--- src/rtl/dcache_pkg.sv ---
// Shared types and address helpers for the direct-mapped write-through data cache.
package dcache_pkg;

    typedef enum logic [2:0] {
        StIdle,
        StLookup,
        StRefill,
        StWrite,
        StRespond
    } state_e;

    function automatic int unsigned index_width(int unsigned num_lines);
        return $clog2(num_lines);
    endfunction

    function automatic int unsigned woff_width(int unsigned line_words);
        return $clog2(line_words);
    endfunction

    function automatic int unsigned tag_width(int unsigned num_lines, int unsigned line_words);
        return 32 - $clog2(num_lines) - $clog2(line_words) - 2;
    endfunction

    // Field extractors return right-justified 32-bit values; callers size-cast to the field width.
    function automatic logic [31:0] addr_tag(logic [31:0] addr, int unsigned index_w,
                                             int unsigned woff_w);
        return addr >> (index_w + woff_w + 2);
    endfunction

    function automatic logic [31:0] addr_index(logic [31:0] addr, int unsigned index_w,
                                               int unsigned woff_w);
        return (addr >> (woff_w + 2)) & ((32'd1 << index_w) - 32'd1);
    endfunction

    function automatic logic [31:0] addr_word(logic [31:0] addr, int unsigned woff_w);
        return (addr >> 2) & ((32'd1 << woff_w) - 32'd1);
    endfunction

endpackage

--- src/rtl/dcache_array.sv ---
// Valid/tag/data storage: combinational read by index, byte-enabled data write, tag/valid update.
module dcache_array
    import dcache_pkg::*;
#(
    parameter int unsigned NUM_LINES  = 16,
    parameter int unsigned LINE_WORDS = 4,
    parameter int unsigned INDEX_W    = index_width(NUM_LINES),
    parameter int unsigned WOFF_W     = woff_width(LINE_WORDS),
    parameter int unsigned TAG_W      = tag_width(NUM_LINES, LINE_WORDS)
) (
    input  logic               clk,
    input  logic               rst,
    input  logic [INDEX_W-1:0] index,
    input  logic [WOFF_W-1:0]  rd_word,
    output logic               rd_valid,
    output logic [TAG_W-1:0]   rd_tag,
    output logic [31:0]        rd_data,
    input  logic               data_we,
    input  logic [WOFF_W-1:0]  wr_word,
    input  logic [3:0]         wr_be,
    input  logic [31:0]        wr_data,
    input  logic               tag_we,
    input  logic [TAG_W-1:0]   wr_tag,
    input  logic               wr_valid
);

    logic [NUM_LINES-1:0] valid_q;
    logic [TAG_W-1:0]     tag_q  [NUM_LINES];
    logic [31:0]          data_q [NUM_LINES*LINE_WORDS];

    logic [INDEX_W+WOFF_W-1:0] rd_addr;
    logic [INDEX_W+WOFF_W-1:0] wr_addr;

    assign rd_addr  = {index, rd_word};
    assign wr_addr  = {index, wr_word};
    assign rd_valid = valid_q[index];
    assign rd_tag   = tag_q[index];
    assign rd_data  = data_q[rd_addr];

    // Valid bits are the only storage that needs a reset value.
    always_ff @(posedge clk or negedge rst) begin
        if (!rst) begin
            valid_q <= '0;
        end else if (tag_we) begin
            valid_q[index] <= wr_valid;
        end
    end

    // Tag update alongside the valid bit.
    always_ff @(posedge clk) begin
        if (tag_we) begin
            tag_q[index] <= wr_tag;
        end
    end

    // Byte-lane data write.
    always_ff @(posedge clk) begin
        for (int b = 0; b < 4; b++) begin
            if (data_we && wr_be[b]) begin
                data_q[wr_addr][8*b +: 8] <= wr_data[8*b +: 8];
            end
        end
    end

endmodule

--- src/rtl/dcache.sv ---
// Direct-mapped, write-through, no-write-allocate data cache with word-by-word line refill.
module dcache
    import dcache_pkg::*;
#(
    parameter int unsigned NUM_LINES  = 16,
    parameter int unsigned LINE_WORDS = 4
) (
    input  logic        clk,
    input  logic        rst,
    input  logic        PStrobe,
    input  logic [31:0] p_addr,
    input  logic [3:0]  p_w_en,
    input  logic [31:0] p_wdata,
    output logic        PReady,
    output logic [31:0] p_rdata,
    output logic        mem_req,
    output logic        mem_we,
    output logic [31:0] mem_addr,
    output logic [3:0]  mem_be,
    output logic [31:0] mem_wdata,
    input  logic        mem_ready,
    input  logic [31:0] mem_rdata
);

    localparam int unsigned INDEX_W = index_width(NUM_LINES);
    localparam int unsigned WOFF_W  = woff_width(LINE_WORDS);
    localparam int unsigned TAG_W   = tag_width(NUM_LINES, LINE_WORDS);

    state_e state_q, state_d;

    logic [31:0]       addr_q;
    logic [3:0]        wen_q;
    logic [31:0]       wdata_q;
    logic [WOFF_W-1:0] cnt_q;
    logic [31:0]       p_rdata_q;
    // Marks the settle cycle after the final transfer: mem_req is low, the line update lands.
    logic              done_q;

    logic [TAG_W-1:0]   req_tag;
    logic [INDEX_W-1:0] req_index;
    logic [WOFF_W-1:0]  req_word;

    logic              rd_valid;
    logic [TAG_W-1:0]  rd_tag;
    logic [31:0]       rd_data;
    logic              data_we;
    logic [WOFF_W-1:0] wr_word;
    logic [3:0]        wr_be;
    logic [31:0]       wr_data;
    logic              tag_we;
    logic              wr_valid;

    logic hit;
    logic is_load;
    logic last_beat;
    logic beat_done;
    logic write_done;

    assign req_tag    = TAG_W'(addr_tag(addr_q, INDEX_W, WOFF_W));
    assign req_index  = INDEX_W'(addr_index(addr_q, INDEX_W, WOFF_W));
    assign req_word   = WOFF_W'(addr_word(addr_q, WOFF_W));
    assign hit        = rd_valid && (rd_tag == req_tag);
    assign is_load    = (wen_q == 4'b0000);
    assign last_beat  = (cnt_q == WOFF_W'(LINE_WORDS - 1));
    assign beat_done  = (state_q == StRefill) && !done_q && mem_ready;
    assign write_done = (state_q == StWrite) && !done_q && mem_ready;
    assign p_rdata    = p_rdata_q;

    dcache_array #(
        .NUM_LINES  (NUM_LINES),
        .LINE_WORDS (LINE_WORDS),
        .INDEX_W    (INDEX_W),
        .WOFF_W     (WOFF_W),
        .TAG_W      (TAG_W)
    ) u_array (
        .clk      (clk),
        .rst      (rst),
        .index    (req_index),
        .rd_word  (req_word),
        .rd_valid (rd_valid),
        .rd_tag   (rd_tag),
        .rd_data  (rd_data),
        .data_we  (data_we),
        .wr_word  (wr_word),
        .wr_be    (wr_be),
        .wr_data  (wr_data),
        .tag_we   (tag_we),
        .wr_tag   (req_tag),
        .wr_valid (wr_valid)
    );

    // Array write port: store-hit merge in LOOKUP, full-word fill during REFILL.
    always_comb begin
        data_we  = 1'b0;
        wr_word  = req_word;
        wr_be    = wen_q;
        wr_data  = wdata_q;
        tag_we   = 1'b0;
        wr_valid = 1'b0;
        if (state_q == StLookup) begin
            data_we = !is_load && hit;
            // Invalidate on refill entry so a partially filled line never hits.
            tag_we  = is_load && !hit;
        end else if (state_q == StRefill) begin
            data_we  = beat_done;
            wr_word  = cnt_q;
            wr_be    = 4'hF;
            wr_data  = mem_rdata;
            tag_we   = done_q;
            wr_valid = 1'b1;
        end
    end

    // State register.
    always_ff @(posedge clk or negedge rst) begin
        if (!rst) begin
            state_q <= StIdle;
        end else begin
            state_q <= state_d;
        end
    end

    // Next-state logic.
    always_comb begin
        state_d = state_q;
        case (state_q)
            StIdle:    if (PStrobe) state_d = StLookup;
            StLookup: begin
                if (!is_load)  state_d = StWrite;
                else if (hit)  state_d = StRespond;
                else           state_d = StRefill;
            end
            StRefill:  if (done_q) state_d = StRespond;
            StWrite:   if (done_q) state_d = StRespond;
            StRespond: state_d = StIdle;
            default:   state_d = StIdle;
        endcase
    end

    // Outputs decoded from the state register and registered request fields.
    always_comb begin
        PReady    = 1'b0;
        mem_req   = 1'b0;
        mem_we    = 1'b0;
        mem_addr  = 32'h0;
        mem_be    = 4'h0;
        mem_wdata = 32'h0;
        case (state_q)
            StRefill: begin
                mem_req  = !done_q;
                mem_addr = done_q ? 32'h0 : {req_tag, req_index, cnt_q, 2'b00};
            end
            StWrite: begin
                mem_req   = !done_q;
                mem_we    = !done_q;
                mem_addr  = done_q ? 32'h0 : (addr_q & 32'hFFFF_FFFC);
                mem_be    = done_q ? 4'h0 : wen_q;
                mem_wdata = done_q ? 32'h0 : wdata_q;
            end
            StRespond: PReady = 1'b1;
            default: ;
        endcase
    end

    // Request capture, refill counter and load-data register.
    always_ff @(posedge clk or negedge rst) begin
        if (!rst) begin
            addr_q    <= 32'h0;
            wen_q     <= 4'h0;
            wdata_q   <= 32'h0;
            cnt_q     <= '0;
            p_rdata_q <= 32'h0;
            done_q    <= 1'b0;
        end else begin
            done_q <= (beat_done && last_beat) || write_done;
            if (state_q == StIdle && PStrobe) begin
                addr_q  <= p_addr;
                wen_q   <= p_w_en;
                wdata_q <= p_wdata;
            end
            if (state_q == StLookup) begin
                cnt_q <= '0;
                if (is_load && hit) begin
                    p_rdata_q <= rd_data;
                end
            end
            if (beat_done) begin
                cnt_q <= cnt_q + WOFF_W'(1);
                if (cnt_q == req_word) begin
                    p_rdata_q <= mem_rdata;
                end
            end
        end
    end

endmodule

--- config.mk ---
export PLATFORM = sky130hd
export DESIGN_NAME = dcache
export DESIGN_NICKNAME = d
export VERILOG_FILES = /design/src/rtl/dcache_pkg.sv /design/src/rtl/dcache_array.sv /design/src/rtl/dcache.sv
export SDC_FILE = /design/constraint.sdc
export NUM_CORES = 2
export LEC_CHECK = 0
export CAP_MARGIN = 20
export CELL_PAD_IN_SITES_DETAIL_PLACEMENT = 0
export CELL_PAD_IN_SITES_GLOBAL_PLACEMENT = 2
export CORE_MARGIN = 2
export CORE_UTILIZATION = 45
export CTS_CLUSTER_SIZE = 28
export DETAILED_ROUTE_END_ITERATION = 12
export GPL_ROUTABILITY_DRIVEN = 0
export PLACE_DENSITY = 0.88
export RECOVER_POWER = 25
export SLEW_MARGIN = 20
export SYNTH_ARGS = -nofsm -noshare
export SYNTH_HDL_FRONTEND = slang
export SYNTH_SLANG_ARGS = --single-unit
--- constraint.sdc ---
create_clock -name clk -period 4.85 [get_ports clk]
set_clock_uncertainty 0.2 [all_clocks]
set_input_delay 0.97 -clock clk [delete_from_list [all_inputs] [get_ports clk]]
set_output_delay 0.97 -clock clk [all_outputs]
set_load 0.1 [all_outputs]
==> impl_results.md <==
- Internal power: 49.5 mW
- Min-Delay Startpoint: u_array.valid_q[12]
- Worst-Skew Late Latency: 0.91 ns
- Starting Density: 45.3%
- Layout fillers: 17000
- Root Driver: clkbuf_16
- Slew Limit Fails: 158
- CTS buffer count: 237
- Worst Tran Pin Value: 2.51 ns
- R2R Setup Slk: 0.11 ns
- Switching power: 28.1 mW
- Worst flop-to-flop path endpoint: u_array.data_q[21][25]
- WHS Endpoint: u_array.valid_q[12]
- Total GRT Usage: 24.7%
- Hold crit path type: flip-flop to flip-flop
- Final ANT Viol Nets: 0
- Final nets: 5612
- Failing checks: capacitance limit, slew limit
- Final WL: 286 mm
- Worst R2R Start: addr_q[7]
- CP Capture Type: flip-flop
- Sw Share: 36.2%
- Slew HR: -67.5%
- CP Launch Type: flip-flop
- Worst Path Class, Setup: flip-flop to flip-flop
- Outcome: finished with violations
- CTS tree: built
- Ys async rst share: 4.70%
- Die Area: 0.230 mm2
- Site Rows: 174
- Layout cell share with drive strength beyond 1: 35.3%
- CTS sink cnt: 2552
- Pwr Total: 77.7 mW
- Maximum number of pins on one net before global-route repair: 77
- Clk buf depth: 3
- FF+latch count, synth: 2552
- WL/cell: 32.8 um
- Period Utilization, post-route: 97.7%
- DRC: 0
- PD cells: 652 mW/mm2
- Post-placement cell area: 0.111 mm2
- Lkg Pwr: 38.3 nW
- Routed via count: 54200
- Port Buffers: 202
- Clock transition at path regs: 0.06 ns
- Top-Level Pins: 207
- CP Cell Sequence: buf_12 -> mux4_2 -> mux2i_1 -> o21ai_0 -> nor2_1 -> a21oi_1 -> nor4_4 -> nand4b_4 -> o31a_2 -> buf_12 -> buf_4 -> nor3_2 -> buf_4
- Pre-CTS setup slack: 0.0522 ns
- Worst hold path depth: 1
- M3 GR Usage: 5.08%
- Dominant synthesized flop cell: edfxtp_1
- Global-route wire length before repair: 403 mm
- Max-cap violations: 3
- Antenna violations before repair: 6
- Vias in the first global route: 53700
- EDFF count, synth: 2432
- Clock network power share: 24.3%
- Final instance area: 0.119 mm2
- Post-synthesis cell area: 0.102 mm2
- H-tree levels: 4
- FF+latch area: 0.0761 mm2
- M1 GR Usage: 32.0%
- Grt total ovfl: 0
- Die width: 479 um
- M2 GR Usage: 39.5%
- R2R depth: 13
- Start point of the critical path: addr_q[7]
- Fin worst setup slack: 0.113 ns
- Synth Instances: 4791
- Final Hold Fails: 0
- RSZ-0062 raised after global routing: no
- Number of DRC markers in iteration 0: 7813
- Post-layout min period: 4.74 ns
- TNS Setup: 0 ns
- CP Data Required Time: 5.22 ns
- Die Y-Extent: 479 um
- Max frequency: 211 MHz
- Seq pwr share: 39.0%
- Warnings from Yosys: 0
- Critical path fanouts, max: 41
- Vias per cell: 6.22
- Cell variety after synth: 74
- Combinational Power Share: 36.7%
- Highest-delay cell along the critical path: dfrtp_4
- Mapped Avg Cell Area: 21.2 um2
- Final setup violation count: 0
- Most frequent cells in the layout: edfxtp_1, mux4_2, buf_4, clkbuf_16, nor3_2
- Layout area overhead: 17.2%
- Core Area: 0.225 mm2
- Worst vdd ir: 0.461 mV
- Commonest non-fill, non-tap cell in the layout: edfxtp_1
- Hpwl dp: 185 mm
- Area occupied by multi-input gates: 0.0243 mm2
- Drt first pass iters: 6
- Register area share after synthesis: 74.8%
- CP Data Arrival Time: 5.11 ns
- Grt peak-use layer: met2
- Critical path's largest stage delay: 0.65 ns
-- final cells by class --
class	count	area share [%]
sequential	2552	63.8
multi-input combinational	1913	20.4
timing repair buffer	789	5.92
clock buffer	295	5.29
tap	2992	3.14
clock inverter	151	1.39
inverter	14	0.0451
antenna	4	0.00840
-- repair_timing --
action,CTS,global route
endpoints found under the setup margin,8,1073
hold buffers,1,0
gates resized for setup,1,0
setup buffers,0,4
hold endpoints to repair,50,0
-- flip-flops by register name, summed over array words and instances, names as in the netlist --
register,cells
u_array.data_q,2048
p_rdata,32
u_array.tag_q,384
addr_q,30
cnt_q,2
wen_q,4
u_array.valid_q,16
done_q,1
state_q,3
wdata_q,32
-- worst max-delay path: cells and delay by family, from the launching register on --
| family | cells | cell delay, ns |
|---|---|---|
| AND/OR/NAND/NOR | 4 | 0.98 |
| buffers and inverters | 4 | 1.05 |
| flip-flops | 1 | 0.65 |
| multiplexers | 2 | 0.79 |
| AO/OA/AOI/OAI | 3 | 0.64 |
-- Yosys cell counts, types with 32 or more instances --
| master | instances | area (um2) |
|---|---|---|
| mux2_2 | 122 | 1370 |
| edfxtp_1 | 2432 | 73000 |
| clkbuf_1 | 186 | 698 |
| buf_6 | 35 | 394 |
| nand2_1 | 187 | 702 |
| nor2_1 | 48 | 180 |
| mux4_2 | 670 | 15100 |
| a22oi_1 | 76 | 571 |
| a21oi_1 | 32 | 160 |
| nor3_1 | 115 | 576 |
| buf_1 | 51 | 191 |
| nand3_1 | 62 | 310 |
| mux2i_1 | 86 | 861 |
| o21ai_0 | 34 | 170 |
| and3_1 | 42 | 263 |
| nor3_2 | 183 | 1830 |
| dfrtp_1 | 120 | 3000 |
-- layer usage --
metal	share of wire [%]	wire, um
met5	0.0066	19
met3	9.9	28400
met2	48	138000
met4	6.2	17700
met1	36	102000
-- cells by family (layout without fill, tap and decap cells) --
kind of cell               after synthesis  in the layout  synth area share (%)
buffers and inverters                  327           1249                  1.55
AOI/OAI and AO/OA                      283            283                  2.04
adders and majority gates                1              1                0.0123
xor gates and xnor gates                22             22                 0.189
DFF                                   2552           2552                  74.8
muxes                                  878            878                  17.0
and+or+nand+nor                        727            727                  4.42
other                                    1              6               0.00369
-- per-stage QoR --
step | hold slack [ns] | std cells | util (%)
6_report | 0.308 | 8710 | 53.0
4_1_cts | 0.299 | 8702 | 53.1
5_1_grt | 0.311 | 8706 | 53.0
2_1_floorplan | 0.251 | 4792 | -
3_3_place_gp | 0.271 | 8255 | 49.5
3_5_place_dp | 0.280 | 8255 | 49.5
-- worst max-delay path by stage --
stage                                   endpoint  slack, ns  depth (start not counted)
final                     u_array.data_q[21][25]       0.11                         13
after global routing      u_array.data_q[16][20]      0.002                         13
after CTS                 u_array.data_q[21][31]      0.005                         14
after detailed placement  u_array.data_q[21][26]       0.05                         14
after global placement    u_array.data_q[16][19]       0.05                         14
after floorplan             u_array.tag_q[10][0]      -0.04                         12
-- power by group through the flow --
stage / clock [mW] / combinational (mW) / sequential, mW
2_1_floorplan: 0 / 16.8 / 30.9
3_3_place_gp: 0 / 27.8 / 30.6
3_5_place_dp: 0 / 28.4 / 30.7
4_1_cts: 19.0 / 28.6 / 30.2
5_1_grt: 19.9 / 29.6 / 30.4
6_report: 18.8 / 28.5 / 30.3
No activity file was read; power rests on OpenSTA's default activity.
